File: src/rtl/fifo_read_stream.sv
// Read-side stream adapter for async_fifo: issues reads, absorbs the one-cycle
// read latency and presents words on a valid/ready stream through an elastic buffer.
module fifo_read_stream #(
   parameter int BITS  = 32,
   parameter int DEPTH = 4
) (
   input  logic                     clk,
   input  logic                     rst_n,
   output logic                     p_fifo_read_en,
   input  logic [BITS-1:0]          p_fifo_read_data,
   input  logic                     p_fifo_read_empty,
   output logic                     p_out_valid,
   input  logic                     p_out_ready,
   output logic [BITS-1:0]          p_out_data,
   output logic [$clog2(DEPTH):0]   p_level
);

   localparam int AW = $clog2(DEPTH);
   localparam int CW = AW + 1;
   localparam logic [CW:0] DEPTH_X = (CW + 1)'(DEPTH);

   logic [BITS-1:0] buf_r [DEPTH];
   logic [AW-1:0]   wptr_r;
   logic [AW-1:0]   rptr_r;
   logic [CW-1:0]   count_r;
   logic            inflight_r;

   logic [CW:0]     committed_s;
   logic            read_en_s;
   logic            valid_s;
   logic            push_s;
   logic            pop_s;

   // Issue decision uses only registered occupancy so p_out_ready never reaches read-enable
   always_comb begin
      committed_s = {1'b0, count_r} + {{CW{1'b0}}, inflight_r};
      valid_s     = (count_r != {CW{1'b0}});
      push_s      = inflight_r;
      pop_s       = valid_s && p_out_ready;
      if (!p_fifo_read_empty && (committed_s < DEPTH_X)) begin
         read_en_s = 1'b1;
      end else begin
         read_en_s = 1'b0;
      end
   end

   // Buffer storage, pointers, occupancy and in-flight tracking
   always_ff @(posedge clk or negedge rst_n) begin
      if (!rst_n) begin
         for (int i = 0; i < DEPTH; i++) begin
            buf_r[i] <= {BITS{1'b0}};
         end
         wptr_r     <= {AW{1'b0}};
         rptr_r     <= {AW{1'b0}};
         count_r    <= {CW{1'b0}};
         inflight_r <= 1'b0;
      end else begin
         inflight_r <= read_en_s;
         // Space for this word was reserved when the read was issued
         if (push_s) begin
            buf_r[wptr_r] <= p_fifo_read_data;
            wptr_r        <= wptr_r + AW'(1);
         end
         if (pop_s) begin
            rptr_r <= rptr_r + AW'(1);
         end
         case ({push_s, pop_s})
            2'b10:   count_r <= count_r + CW'(1);
            2'b01:   count_r <= count_r - CW'(1);
            default: count_r <= count_r;
         endcase
      end
   end

   assign p_fifo_read_en = read_en_s;
   assign p_out_valid    = valid_s;
   assign p_out_data     = buf_r[rptr_r];
   assign p_level        = count_r;

   fifo_read_stream_chk #(
      .BITS  (BITS),
      .DEPTH (DEPTH)
   ) u_chk (
      .clk      (clk),
      .rst_n    (rst_n),
      .count    (count_r),
      .inflight (inflight_r),
      .push     (push_s),
      .valid    (valid_s),
      .ready    (p_out_ready),
      .data     (p_out_data)
   );

endmodule

// Occupancy and stream-stability properties for fifo_read_stream.
module fifo_read_stream_chk #(
   parameter int BITS  = 32,
   parameter int DEPTH = 4
) (
   input  logic                     clk,
   input  logic                     rst_n,
   input  logic [$clog2(DEPTH):0]   count,
   input  logic                     inflight,
   input  logic                     push,
   input  logic                     valid,
   input  logic                     ready,
   input  logic [BITS-1:0]          data
);

   localparam int CW = $clog2(DEPTH) + 1;

   a_occupancy: assert property (@(posedge clk) disable iff (!rst_n)
      (({1'b0, count} + {{CW{1'b0}}, inflight}) <= (CW + 1)'(DEPTH)));

   a_no_push_full: assert property (@(posedge clk) disable iff (!rst_n)
      !(push && (count == CW'(DEPTH))));

   a_stable: assert property (@(posedge clk) disable iff (!rst_n)
      (valid && !ready) |=> (valid && $stable(data)));

endmodule
File: config.mk
export PLATFORM = sky130hd
export DESIGN_NAME = fifo_read_stream
export DESIGN_NICKNAME = d
export VERILOG_FILES = /design/src/rtl/fifo_read_stream.sv
export SDC_FILE = /design/constraint.sdc
export NUM_CORES = 1
export LEC_CHECK = 0
export CAP_MARGIN = 10
export CORE_UTILIZATION = 30
export CTS_CLUSTER_SIZE = 28
export DETAILED_ROUTE_END_ITERATION = 12
export GPL_ROUTABILITY_DRIVEN = 0
export SLEW_MARGIN = 10
export SYNTH_ARGS = -nofsm -noshare
export SYNTH_HDL_FRONTEND = slang
export SYNTH_SLANG_ARGS = --single-unit
File: constraint.sdc
create_clock -name clk -period 4.1 [get_ports clk]
set_clock_uncertainty 0.05 [all_clocks]
set_input_delay 0.82 -clock clk [delete_from_list [all_inputs] [get_ports clk]]
set_output_delay 0.82 -clock clk [all_outputs]
set_load 0.05 [all_outputs]
==> impl_results.md, run 1 <==
* # setup viols final at 0
* Crit path buf inv count at 2
* Mapped Area at 0.00652 mm2
* Antenna cells at 0
* Worst slew margin at 41.1%
* CP Class: flip-flop to output pin
* Core area at 0.0212 mm2
* Routed WL at 13.6 mm
* Crit-path slowest cell: clkdlybuf4s50_1
* Starting Density at 30.8%
* Max FO, Critical Path at 10
* GRT overflow at 0
* Clk_lat worst skew at 0.42 ns
* CTS tree: built
* Multi-input logic area at 0.00286 mm2
* Antenna violations before repair at 0
* Crit-path cells: buf_4 > mux4_2 > clkdlybuf4s50_1
* Leading area contributor after synthesis: dfrtp_1
* Register area share after synthesis at 52.2%
* Syn avg cell area at 18.8 um2
* Hold Vio Cnt, Final at 0
* CTS root buffer: clkbuf_16
* Post-route setup TNS at 0 ns
* Fill cells at 1921
* Largest cells by area after synthesis: dfrtp_1, mux2_4, mux4_2
* Initial DRC Count at 134
* Htree depth at 4
* Die height at 149 um
* Wire per inst at 19.1 um
* Seq cells post-synth at 136
* Final net count at 466
* Final Cycle Share at 84.2%
* Largest net degree at the start of global routing at 96
* Fraction of registers with async set/reset at 100%
* Status: finished clean
* Row count at 53
* Final HPWL DP at 8.17 mm
* Vias per cell at 4.58
* Fin crit period at 3.45 ns
* Largest delay share family, worst path: buffers and inverters
* Syn Inst Count at 347
* IO Count at 73
* Inserted Clock Buffers at 17
* Remaining antenna violation count at 0
* Final-report max-slew violation count at 0
* Max Root-Sink Buffers at 2
* DRC violation count after routing at 0
* Most used DFF post-synth: dfrtp_1
* Post_cts resized at 0
* Number of global-route vias before repair at 3758
* Max cap viols at 0
* Fmax at 290 MHz
* Type of the worst min-delay path: input pin to async pin
* Worst stage delay on the critical path at 0.74 ns
* Crit. End Element: output pin
* Share of the synthesized area in the top cell type at 52.2%
* Layout area overhead at 22.5%
* I/O Buffers at 72
* EDFF count, synth at 0
* First-pass GRT wire length at 22.2 mm
* Storage element area at 0.00341 mm2
* CP Data Required Time at 3.23 ns
* RSZ-0062 raised after global routing: no
* Cts hold-fix bufs at 0
* Startpoint Class: flip-flop
* Critical Path AT at 2.58 ns
* Layout cells sized above 1 at 46.2%
* # Post-CTS Setup Buffers at 0
* Post-Syn Nets at 389
* Most frequent cell after synthesis: dfrtp_1
* Commonest cells in the netlist: dfrtp_1, mux2_4, mux4_2, buf_6, mux2_2
* GRT Total Usage at 13.4%
* Worst Max-Slew Pin Slew at 0.883 ns
* Drt first pass iters at 4
* Die area at 0.0223 mm2
* Die W at 149 um
* Yosys warnings at 0
* Synth unique cells at 23
* Clk sinks at 136
* Via count at 3261
* Clk slew on worst S/H paths at 0.06 ns
==> kinds of logic after synthesis <==
family	share of synthesized area, %
compound gates	0.346
xor+xnor	0.806
fa+ha+maj	1.27
buf+inv	3.92
flops	52.2
mux	40.5
simple gates	0.960
==> stage by stage <==
| step | utilization, % | setup slack, ns | hold WS [ns] | cell area [um2] | cells |
|---|---|---|---|---|---|
| 6_report | 37.7 | 0.649 | 0.438 | 7980 | 712 |
| 5_1_grt | 37.7 | 0.538 | 0.465 | 7980 | 712 |
| 4_1_cts | 37.7 | 0.556 | 0.456 | 7980 | 712 |
| 3_5_place_dp | 35.0 | 0.877 | 0.439 | 7400 | 680 |
| 3_3_place_gp | 35.0 | 0.886 | 0.430 | 7400 | 680 |
| 2_1_floorplan | - | 1.15 | 0.421 | 6520 | 347 |
==> path summary, 6_finish.rpt <==
kind                       startpoint              to  slack (ns)  depth (start not counted)
setup reg to reg           p_level[0]      p_level[2]        2.18                          7
hold reg to reg              buf_r[6]        buf_r[6]        0.46                          1
min in group clk             buf_r[6]        buf_r[6]        0.46                          1
hold / removal                  rst_n      p_level[0]        0.44                          1
setup / recovery            rptr_r[0]  p_out_data[11]        0.65                          3
max in group asynchronous       rst_n       buf_r[66]        2.61                          2
==> routing by layer <==
layer  vias to the layer above  wire length, um  track usage (%)
met1                      1749             6120             17.6
met4                         0              240             5.87
met3                        19              518             3.21
met2                        58             6700             20.9
li1                       1435                -                -
met5                         -                0                0
==> state kept, by name, indices dropped and copies added, names as in the netlist <==
signal,cells
inflight_r,1
wptr_r,2
p_level,3
buf_r,128
rptr_r,2
==> placed cells by master (no fill, tap or decap) <==
master	instances
a311oi_1	1
buf_4	7
buf_6	1
bufinv_16	1
clkbuf_16	17
clkbuf_8	4
clkdlybuf4s50_1	71
clkinv_2	4
clkinv_4	2
clkinvlp_4	4
dfrtp_1	134
dfrtp_2	2
fa_1	1
ha_1	5
inv_1	6
mux2_2	8
mux2_4	120
mux2i_1	1
mux4_1	4
mux4_2	28
nand2_1	2
nand2_4	4
nor2_1	1
o21ai_0	1
o31a_1	1
or3_1	1
xnor2_1	2
xor2_1	4
==> area by class of cell <==
cell class / instances / area share [%]
flip-flops and latches: 136 / 42.7
multi-input cells: 184 / 35.8
repair buffers: 79 / 9.70
clock buffers: 21 / 6.02
well taps: 275 / 4.31
clock inverters: 11 / 1.22
inverters: 6 / 0.282
Power of run 1 is not shown: default switching activity piles up to over one toggle a cycle in this logic, so the estimate is an artifact.
==> inputs of run 2 (changes only) <==
==> constraint.sdc (replaced) <==
create_clock -name clk -period 2.8 [get_ports clk]
set_clock_uncertainty 0.05 [all_clocks]
set_input_delay 0.56 -clock clk [delete_from_list [all_inputs] [get_ports clk]]
set_output_delay 0.56 -clock clk [all_outputs]
set_load 0.05 [all_outputs]
==> run 2 against run 1 <==
Effect of this change:
- wire length down 0.85%
- die area unchanged
- final area shrank 1.7%
- cell count fell by 0.84%
- setup slack worse by 0.54 ns
- count of clock-buffer cells in the layout grew 1
- sequential cell count stayed put
- utilization is 0.64 points lower
- via count hardly changed
- critical path type unchanged
- largest cell class unchanged
==> impl_results.md, run 2 (synthesis gave the netlist of run 1 again) <==
* Status: finished clean (unchanged)
* # setup viols final at 0 (unchanged)
* CTS root buffer: clkbuf_16 (unchanged)
* Inserted Clock Buffers at 17 (unchanged)
* Largest delay share family, worst path: multiplexers (was buffers and inverters)
* Die W at 149 um (unchanged)
* Wire per inst at 19.1 um (about the same)
* Crit-path cells: buf_8 > mux4_1 > buf_4 (was buf_4 > mux4_2 > clkdlybuf4s50_1)
* Worst slew margin at 50.3% (was 41.1%)
* Crit-path slowest cell: mux4_1 (was clkdlybuf4s50_1)
* GRT overflow at 0 (unchanged)
* Non-Filler Instances at 706 (was 712)
* Worst Max-Slew Pin Slew at 0.745 ns (was 0.883 ns)
* Clk sinks at 136 (unchanged)
* Max cap viols at 0 (unchanged)
* Clk slew on worst S/H paths at 0.05 ns (was 0.06 ns)
* CP Class: flip-flop to output pin (unchanged)
* Layout area overhead at 20.4% (was 22.5%)
* Storage element area at 0.00341 mm2 (unchanged)
* RSZ-0062 raised after global routing: no (unchanged)
* Final Cycle Share at 96.2%
* Layout cells sized above 1 at 51.3% (was 46.2%)
* Final-report max-slew violation count at 0 (unchanged)
* Max FFs per register at 128 (unchanged)
* Final net count at 465 (was 466)
* Core area at 0.0212 mm2 (unchanged)
* Largest reg by FF count: buf_r (unchanged)
* Max Root-Sink Buffers at 2 (unchanged)
* CTS tree: built (unchanged)
* DRC violation count after routing at 0 (unchanged)
* Most frequent cells in the layout: dfrtp_1, mux2_4, clkdlybuf4s50_1 (unchanged)
* Fill cells at 1917 (was 1921)
* GRT Total Usage at 13.5% (was 13.4%)
* Crit path buf inv count at 2 (unchanged)
* Fin crit period at 2.69 ns
* Crit. End Element: output pin (unchanged)
* Final HPWL DP at 8.10 mm (was 8.17 mm)
* IO Count at 73 (unchanged)
* Via count at 3258 (was 3261)
* Htree depth at 4 (unchanged)
* Max FO, Critical Path at 19 (was 10)
* Post-route setup TNS at 0 ns (unchanged)
* Commonest non-fill, non-tap cell in the layout: dfrtp_1 (unchanged)
* Remaining antenna violation count at 0 (unchanged)
* CP Data Required Time at 2.19 ns (was 3.23 ns)
* Antenna cells at 0 (unchanged)
* Die height at 149 um (unchanged)
* Startpoint Class: flip-flop (unchanged)
* Initial DRC Count at 85 (was 134)
* Routed WL at 13.5 mm (was 13.6 mm)
* Row count at 53 (unchanged)
* Drt first pass iters at 4 (unchanged)
* Worst stage delay on the critical path at 0.59 ns (was 0.74 ns)
* Antenna violations before repair at 0 (unchanged)
* Fmax at 371 MHz
* Inst Count DP at 679 (was 680)
* Type of the worst min-delay path: input pin to async pin (unchanged)
* First-pass GRT wire length at 22.3 mm (was 22.2 mm)
* Number of global-route vias before repair at 3901 (was 3758)
* Critical Path AT at 2.08 ns (was 2.58 ns)
* Starting Density at 30.8% (unchanged)
* Die area at 0.0223 mm2 (unchanged)
* Hold Vio Cnt, Final at 0 (unchanged)
* I/O Buffers at 72 (unchanged)
* Largest net degree at the start of global routing at 67 (was 96)
* Vias per cell at 4.61 (was 4.58)
* Multi-input logic area at 0.00286 mm2 (unchanged)
* Clk_lat worst skew at 0.42 ns (about the same)
[run 2: changes by cell type in the layout (fill, tap and decap cells not counted), sizes merged]
| cell | previous run | this run |
|---|---|---|
| clkdlybuf4s50 | 71 | 38 |
| buf | 8 | 36 |
| dlygate4sd2 | 0 | 4 |
| clkinv | 6 | 3 |
| clkbuf | 21 | 22 |
| clkinvlp | 4 | 1 |
[run 2: area by class of cell]
cell class | instances | area share [%]
Clock buffer | 22 | 5.79
Clock inverter | 5 | 0.670
Inverter | 6 | 0.287
Multi-Input combinational cell | 184 | 36.4
Sequential cell | 136 | 43.4
Tap cell | 275 | 4.39
Timing Repair Buffer | 78 | 9.04
[run 2: what timing repair did]
item	in CTS	in global routing
gates resized for setup	6	0
buffers inserted	0	0
setup endpoints to repair	21	0
hold buffers	0	0
[run 2: worst paths after layout]
check,from,cells past startpoint,slack (ns),end
max in group asynchronous,rst_n,2,1.86,buf_r[1]
worst min register to register,buf_r[127],1,0.45,buf_r[127]
min in group clk,buf_r[127],1,0.45,buf_r[127]
worst max register to register,inflight_r,7,0.90,p_level[2]
worst max-delay path,rptr_r[0],3,0.11,p_out_data[21]
worst min-delay path,rst_n,1,0.08,p_level[0]
[run 2: per-stage QoR]
| step | hold WS (ns) | utilization, % | cell area [um2] | worst slack (ns) |
|---|---|---|---|---|
| floorplan | 0.214 | - | 6520 | 0.143 |
| global placement | 0.433 | 34.7 | 7340 | 0.362 |
| detailed placement | 0.438 | 34.7 | 7340 | 0.341 |
| CTS | 0.113 | 37.1 | 7850 | 0.0362 |
| global route | 0.126 | 37.1 | 7850 | 0.000493 |
| finish | 0.0829 | 37.1 | 7850 | 0.108 |
[run 2: layer usage]
layer / part of all wire, % / track usage [%] / vias to the layer above
met4: 1.9 / 5.36 / 0
met1: 46 / 17.2 / 1758
li1: - / - / 1422
met5: 0 / 0 / -
met2: 48 / 21.4 / 58
met3: 3.3 / 3.85 / 20
Power of run 2 is left out for the same reason.
==> inputs of run 3 (changes only) <==
--- a/config.mk
+++ b/config.mk
@@ -6,10 +6,11 @@
 export NUM_CORES = 1
 export LEC_CHECK = 0
 export CAP_MARGIN = 10
-export CORE_UTILIZATION = 30
+export CORE_UTILIZATION = 51
 export CTS_CLUSTER_SIZE = 28
 export DETAILED_ROUTE_END_ITERATION = 12
 export GPL_ROUTABILITY_DRIVEN = 0
+export PLACE_DENSITY = 0.76
 export SLEW_MARGIN = 10
 export SYNTH_ARGS = -nofsm -noshare
 export SYNTH_HDL_FRONTEND = slang
==> run 3 against run 2 <==
Effect of this change:
- non-clock buffer count fell by 2
- fmax increased by 5.2%
- sequential cell count unchanged
- cell count is 15% lower
- wire length is 11% lower
- critical endpoint is now p_out_data[31]
- highest routed layer unchanged
==> impl_results.md, run 3 (synthesis gave the netlist of run 1 again) <==
* Worst slew margin at 49.2% (was 50.3%)
* Core area at 0.0122 mm2 (was 0.0212 mm2)
* Fill cells at 864 (was 1917)
* Post-route cell area at 0.00798 mm2 (was 0.00785 mm2)
* Antenna violations before repair at 0 (unchanged)
* Clk_lat worst skew at 0.41 ns (was 0.42 ns)
* Layout cells sized above 1 at 53.3% (was 51.3%)
* Number of global-route vias before repair at 3569 (was 3901)
* Row count at 40 (was 53)
* Cts hold-fix bufs at 0 (unchanged)
* Hold Worst Slack at 0.133 ns (was 0.0829 ns)
* Starting Density at 53.4% (was 30.8%)
* DRC violation count after routing at 0 (unchanged)
* Initial DRC Count at 148 (was 85)
* Final Util at 65.4% (was 37.1%)
* Largest reg by FF count: buf_r (unchanged)
* Remaining antenna violation count at 0 (unchanged)
* # Post-CTS Setup Buffers at 0 (unchanged)
* CP Data Required Time at 2.19 ns (about the same)
* RSZ-0062 raised after global routing: no (unchanged)
* WL met1 at 5.88 mm (was 6.23 mm)
* Type of the worst min-delay path: input pin to async pin (unchanged)
* Die height at 115 um (was 149 um)
* Uppermost layer routed: met4 (unchanged)
* Largest net degree at the start of global routing at 83 (was 67)
* Fmax at 391 MHz (was 371 MHz)
* First-pass GRT wire length at 19.9 mm (was 22.3 mm)
* CP Class: flip-flop to output pin (unchanged)
* CTS tree: built (unchanged)
* Max FFs per register at 128 (unchanged)
* # setup viols final at 0 (unchanged)
* Max Root-Sink Buffers at 2 (unchanged)
* Clk sinks at 136 (unchanged)
* Htree depth at 4 (unchanged)
* GRT overflow at 0 (unchanged)
* Routed WL at 12.0 mm (was 13.5 mm)
* Layout area overhead at 22.5% (was 20.4%)
* Final HPWL DP at 6.88 mm (was 8.10 mm)
* CTS root buffer: clkbuf_16 (unchanged)
* Crit. End Element: output pin (unchanged)
* Die W at 115 um (was 149 um)
* Met2 WL at 5.63 mm (was 6.53 mm)
* Inserted Clock Buffers at 17 (unchanged)
* Vias per cell at 5.38 (was 4.61)
* Most frequent cells in the layout: dfrtp_1, mux2_4, clkdlybuf4s50_1 (unchanged)
* Status: finished clean (unchanged)
* IO Count at 73 (unchanged)
* Final-report max-slew violation count at 0 (unchanged)
* Commonest non-fill, non-tap cell in the layout: dfrtp_1 (unchanged)
* Placed Area at 0.00734 mm2 (about the same)
* Startpoint Class: flip-flop (unchanged)
* Wire per inst at 20.0 um (was 19.1 um)
* Final Cycle Share at 91.4% (was 96.2%)
* Die area at 0.0132 mm2 (was 0.0223 mm2)
* Final net count at 463 (was 465)
* Max cap viols at 0 (unchanged)
* Fin crit period at 2.56 ns (was 2.69 ns)
* WL met3 at 354 um (was 445 um)
* GRT Total Usage at 20.4% (was 13.5%)
* Worst Max-Slew Pin Slew at 0.762 ns (was 0.745 ns)
* Hold Vio Cnt, Final at 0 (unchanged)
* Antenna cells at 0 (unchanged)
* Via count at 3236 (was 3258)
* I/O Buffers at 72 (unchanged)
* Post-route setup TNS at 0 ns (unchanged)
* Post_cts resized at 0 (was 6)
* Clk slew on worst S/H paths at 0.06 ns (was 0.05 ns)
* Drt first pass iters at 4 (unchanged)
* Max FO, Critical Path at 19 (unchanged)
* Critical Path AT at 1.95 ns (was 2.08 ns)
[run 3: per-stage QoR]
stage / cells / worst slack [ns]
floorplan: 347 / 0.143
global placement: 570 / 0.471
detailed placement: 570 / 0.346
CTS: 601 / 0.192
global route: 601 / 0.157
finish: 601 / 0.241
[run 3: layout make-up]
class	count	area (um2)	area share (%)
clock buffer	18	439	5.50
tap	168	210	2.63
multi-input combinational	184	2860	35.8
timing repair buffer	76	845	10.6
inverter	6	22.5	0.282
clock inverter	13	203	2.54
sequential	136	3410	42.7
[run 3: worst paths after layout]
path | start | to | slack, ns | cells after the start
worst max-delay path | rptr_r[0] | p_out_data[31] | 0.24 | 3
worst min-delay path | rst_n | buf_r[91] | 0.13 | 1
worst max register to register | inflight_r | p_level[2] | 0.90 | 7
worst min register to register | buf_r[41] | buf_r[41] | 0.45 | 1
max in group asynchronous | rst_n | buf_r[68] | 1.78 | 2
min in group clk | buf_r[41] | buf_r[41] | 0.45 | 1
[run 3: metal layers]
layer / up-vias / track usage [%]
met3: 12 / 5.17
met4: 0 / 6.67
met1: 1736 / 29.6
met5: - / 0
met2: 60 / 30.2
li1: 1428 / -
[run 3: critical path: stages (launching register included)]
cell and delay, ns:
dfrtp_2 0.35, buf_4 0.36, mux4_1 0.62, buf_4 0.21
Power of run 3 is left out for the same reason.
